## config.mk

```make
export PLATFORM = sky130hd
export DESIGN_NAME = wb_select_stage
export DESIGN_NICKNAME = d
export VERILOG_FILES = /design/src/rtl/wb_select_stage.sv
export SDC_FILE = /design/constraint.sdc
export NUM_CORES = 1
export LEC_CHECK = 0
export ABC_AREA = 1
export CAP_MARGIN = 25
export CELL_PAD_IN_SITES_DETAIL_PLACEMENT = 0
export CELL_PAD_IN_SITES_GLOBAL_PLACEMENT = 1
export CORE_MARGIN = 2
export CORE_UTILIZATION = 44
export CTS_CLUSTER_SIZE = 40
export DETAILED_ROUTE_END_ITERATION = 8
export DONT_BUFFER_PORTS = 1
export PLACE_DENSITY = 0.92
export SETUP_SLACK_MARGIN = 0.15
export SLEW_MARGIN = 5
export SYNTH_ARGS = -nofsm -noshare
export SYNTH_HDL_FRONTEND = slang
export SYNTH_SLANG_ARGS = --single-unit
```

## constraint.sdc

```tcl
create_clock -name clk -period 1.1 [get_ports clk]
set_clock_uncertainty 0.05 [all_clocks]
set_input_delay 0.11 -clock clk [delete_from_list [all_inputs] [get_ports clk]]
set_output_delay 0.11 -clock clk [all_outputs]
set_load 0.05 [all_outputs]
```

## src/rtl/wb_select_stage.sv

```systemverilog
// ============================================================================
// Module   : wb_select_stage
// Purpose  : MEM/WB latch with writeback source select and load extraction.
//            Optional retire counter enabled by defining WB_RETIRE_CNT_EN.
// Revision : 1.0
// ============================================================================
`default_nettype none

module wb_select_stage #(
    parameter int DATA_W     = 32,
    parameter int REG_ADDR_W = 5
) (
    input  logic                  clk,
    input  logic                  rst_n,
    input  logic                  in_valid,
    input  logic                  stall,
    input  logic                  flush,
    input  logic [1:0]            wb_sel,
    input  logic [DATA_W-1:0]     alu_out,
    input  logic [DATA_W-1:0]     dm_out,
    input  logic [DATA_W-1:0]     pc_plus4,
    input  logic [DATA_W-1:0]     imm,
    input  logic [1:0]            ld_size,
    input  logic                  ld_unsigned,
    input  logic [1:0]            byte_off,
    input  logic [REG_ADDR_W-1:0] rd,
    input  logic                  rf_we,
`ifdef WB_RETIRE_CNT_EN
    output logic [31:0]           retire_cnt,
`endif
    output logic                  wb_valid,
    output logic                  wb_we,
    output logic [REG_ADDR_W-1:0] wb_rd,
    output logic [DATA_W-1:0]     wb_data,
    output logic                  misalign_err
);

    localparam logic [1:0] c_SEL_ALU = 2'b00;
    localparam logic [1:0] c_SEL_DM  = 2'b01;
    localparam logic [1:0] c_SEL_PC  = 2'b10;
    localparam logic [1:0] c_SZ_BYTE = 2'b00;
    localparam logic [1:0] c_SZ_HALF = 2'b01;

    logic [7:0]        w_byte;
    logic [15:0]       w_half;
    logic [31:0]       w_word;
    logic              w_sext;
    logic [DATA_W-1:0] w_ld_val;
    logic [DATA_W-1:0] w_wb_val;
    logic              w_misalign;
    logic              w_we_next;

    assign w_byte = dm_out[{byte_off, 3'b000} +: 8];
    assign w_half = dm_out[{byte_off[1], 4'b0000} +: 16];
    assign w_word = dm_out[31:0];

    // Load-size encoding 11 behaves as a word load.
    always_comb begin
        w_ld_val = '0;
        w_sext   = 1'b0;
        if (ld_size == c_SZ_BYTE) begin
            w_sext   = ~ld_unsigned & w_byte[7];
            w_ld_val = {{(DATA_W-8){w_sext}}, w_byte};
        end else if (ld_size == c_SZ_HALF) begin
            w_sext   = ~ld_unsigned & w_half[15];
            w_ld_val = {{(DATA_W-16){w_sext}}, w_half};
        end else begin
            w_sext   = ~ld_unsigned & w_word[31];
            w_ld_val = {{(DATA_W-32){w_sext}}, w_word};
        end
    end

    always_comb begin
        w_wb_val = imm;
        case (wb_sel)
            c_SEL_ALU: w_wb_val = alu_out;
            c_SEL_DM:  w_wb_val = w_ld_val;
            c_SEL_PC:  w_wb_val = pc_plus4;
            default:   w_wb_val = imm;
        endcase
    end

    assign w_misalign = (wb_sel == c_SEL_DM) &
                        (((ld_size == c_SZ_HALF) & byte_off[0]) |
                         (ld_size[1] & (byte_off != 2'b00)));

    assign w_we_next = in_valid & rf_we & (rd != '0) & ~w_misalign;

    // Flush clears the control bits only; rd/data keep their last value.
    always_ff @(posedge clk or negedge rst_n) begin
        if (!rst_n) begin
            wb_valid     <= 1'b0;
            wb_we        <= 1'b0;
            wb_rd        <= '0;
            wb_data      <= '0;
            misalign_err <= 1'b0;
        end else if (flush) begin
            wb_valid     <= 1'b0;
            wb_we        <= 1'b0;
            misalign_err <= 1'b0;
        end else if (!stall) begin
            wb_valid     <= in_valid;
            wb_we        <= w_we_next;
            wb_rd        <= rd;
            wb_data      <= w_wb_val;
            misalign_err <= in_valid & w_misalign;
        end
    end

`ifdef WB_RETIRE_CNT_EN
    logic [31:0] r_retire_cnt;

    always_ff @(posedge clk or negedge rst_n) begin
        if (!rst_n) begin
            r_retire_cnt <= '0;
        end else if (!flush && !stall && in_valid) begin
            r_retire_cnt <= r_retire_cnt + 32'd1;
        end
    end

    assign retire_cnt = r_retire_cnt;
`endif

endmodule

`default_nettype wire
```

==> reports/results.tsv <==
metric	value	unit
Critical Path Sink Type	primary output	
total core area	7180	sq um
Boundary Pins	186	
Iteration-0 DRC Markers	308	
Detailed Routing Iterations Pass 1	5	
gr ovfl total	0	
worst path buffer plus inverter count	1	
Post-CTS Hold Buffers	30	
Fmax	951	MHz
CTS tree	yes	
Comb power frac	42.7	%
routed len/inst	18.2	microns
sw frac	37.4	%
Slew Limit Headroom	80.4	%
final hold violation count	53	
die area	8060	sq um
clk buf depth	2	
mux cell area share after synthesis	0	%
ratio of cells with drive above 1 in the final layout	23.1	%
cell-internal power	3.87	mW
failing checks	hold timing	
antenna viol nets, final	0	
Psw	2.31	mW
leakage	2.62	nW
Worst VDD drop	850	uV
largest family of logic cells by synthesized area	simple AND/OR/NAND/NOR gates	
Post-synth top flop	dfrtp_1	
row cnt	31	
async set or reset register ratio after synthesis	100	%
CTS sink cnt	40	
TritonCTS Buffers	5	
Distinct cells, synth	22	
IO buf count	0	
Layout area overhead	51.7	%
CP Launch Type	flip-flop	
Worst-Skew Late Latency	0.29	ns
Max Slew Vio Count	0	
Final WS setup	0.0489	ns
Worst EP arrival	0.89	ns
Nets	786	
H-tree lvl count	2	
Yosys warnings	0	
sequential fraction of the synthesis area	30.9	%
Synth Net Count	692	
die width	89.8	microns
Period minus WS final	1.05	ns
vias in the first global route	4103	
GPL Wtd Cong	1.00	
Antenna diodes	0	
global-route wire length before repair	20700	microns
clock power share	27.3	%
commonest cells after routing, fill and taps aside	nand2_1 (211), nor2_1 (85), buf_6 (41)	
crit share post-route	95.6	%
largest net degree at the start of global routing	53	
min-delay worst type	in -> async	
Critical-path top delay cell	dfrtp_1	
Synth Area in XOR/XNOR	0	%
RSZ-0062 raised after global routing	true	
Setup-failing EPs final	0	
GRT Resource Usage Total	32.0	%
Simple-Gate Fraction of Synth Area	44.8	%
via count	4113	
WHS	-0.551	ns
Setup CP Type	reg -> out	
Clock transition at path regs	0.08	ns
Die Height	89.8	microns
Mapped Cells	546	
pre-CTS WS	-0.300	ns
Post-synth EDFFs	0	
DRC violations left	0	
Via density	5.56	
CTS Root Cell	clkbuf_8	
Tot Pwr	6.17	mW
Max-Cap Viols	0	
Required @ worst endpoint	0.94	ns
commonest non-fill, non-tap cell in the layout	nand2_1	
Seq cells post-synth	40	
PwrDens	1260	nW/um^2
crit-path cells	buf_6	
adder-cell area share of the yosys netlist	0	%
CP max stage delay	0.43	ns
Mapped Area	3240	sq um
Compound-Gate Fraction of Synth Area	15.1	%
Slew @ Worst Pin	0.294	ns
Mapped Avg Cell Area	5.93	sq um
status	complete, but fails checks	
Initial Util	45.1	%
Top delay family on crit path	flip-flops	
CP Max Fanout	2	
post-detail-place hpwl	9150	microns
final core occ	68.4	%
wirelength, routed	13400	microns
antenna violations before repair	0	
Fill cells	610	
Flop pwr share	30.0	%
## routing by layer
metal / global-route usage [%] / vias up / share of wire [%]
met1: 36.2 / 1902 / 38
met2: 57.9 / 221 / 50
met5: 0 / - / 0
met4: 12.2 / 0 / 3.7
met3: 8.30 / 36 / 8.6
li1: - / 1954 / -
## kinds of logic (layout without fill, tap and decap cells)
group                  Yosys count  in the layout
and+or+nand+nor                360            361
AOI/OAI and AO/OA               74             74
buffers and inverters           72            166
DFF                             40             40
## final timing paths
kind / cells past startpoint / end / start / slack, ns
setup reg to reg: 4 / wb_data[21] / wb_data[21] / 0.21
min in group clk: 4 / wb_data[18] / alu_out[18] / -0.02
hold / removal: 0 / wb_rd[2] / rst_n / -0.55
max in group asynchronous: 0 / wb_data[17] / rst_n / 1.46
hold reg to reg: 2 / wb_rd[0] / wb_rd[0] / 0.45
setup / recovery: 1 / misalign_err / misalign_err / 0.05
## final cells by class
class | count | area, sq um | share of cell area (%)
repair buffers | 115 | 1200 | 24.5
clock inverters | 3 | 90.1 | 1.83
flip-flops and latches | 40 | 1000 | 20.4
multi-input cells | 435 | 2210 | 45.1
well taps | 99 | 124 | 2.52
clock buffers | 5 | 68.8 | 1.40
inverters | 43 | 206 | 4.20
## timing repair
item	CTS	global route
hold endpoints to repair	73	41
buffers inserted	7	17
gates resized for setup	42	24
pin swaps	1	31
setup endpoints to repair	65	69
gates cloned	1	0
## power groups by stage
stage          logic [mW]  clock network [mW]  registers, mW
2_1_floorplan       0.867                   0           2.57
3_3_place_gp         2.13                   0           1.82
3_5_place_dp         2.17                   0           1.83
4_1_cts              2.47                1.70           1.84
5_1_grt              2.81                1.77           1.87
6_report             2.64                1.69           1.85
## per-stage QoR
stage,cells,TNS (ns),cell area [sq um]
6_report,740,0,4910
3_3_place_gp,677,-3.68,4000
5_1_grt,740,0,4910
2_1_floorplan,546,0,3600
4_1_cts,723,0,4680
3_5_place_dp,677,-4.96,4000
## cell usage after synthesis (2+ instances only)
| cell type | count | share of area [%] |
|---|---|---|
| buf_2 | 9 | 1.4 |
| a21oi_1 | 22 | 3.4 |
| nand2_1 | 216 | 25 |
| a221oi_1 | 25 | 6.8 |
| clkbuf_1 | 16 | 1.9 |
| o211ai_1 | 9 | 2.1 |
| dfrtp_1 | 40 | 31 |
| o21ai_0 | 16 | 2.5 |
| buf_6 | 2 | 0.70 |
| clkinv_1 | 2 | 0.23 |
| nor2_1 | 90 | 10 |
| buf_1 | 2 | 0.23 |
| nand2_2 | 3 | 0.58 |
| nor2_4 | 2 | 0.70 |
| inv_1 | 37 | 4.3 |
| nand3_1 | 41 | 6.3 |
| nand4_1 | 6 | 1.2 |
| inv_2 | 4 | 0.46 |
## flip-flops by register name (all words and copies together) (netlist names)
register and count:
misalign_err 1, wb_data 32, wb_rd 5, wb_valid 1, wb_we 1
No activity file was read; power rests on OpenSTA's default activity.
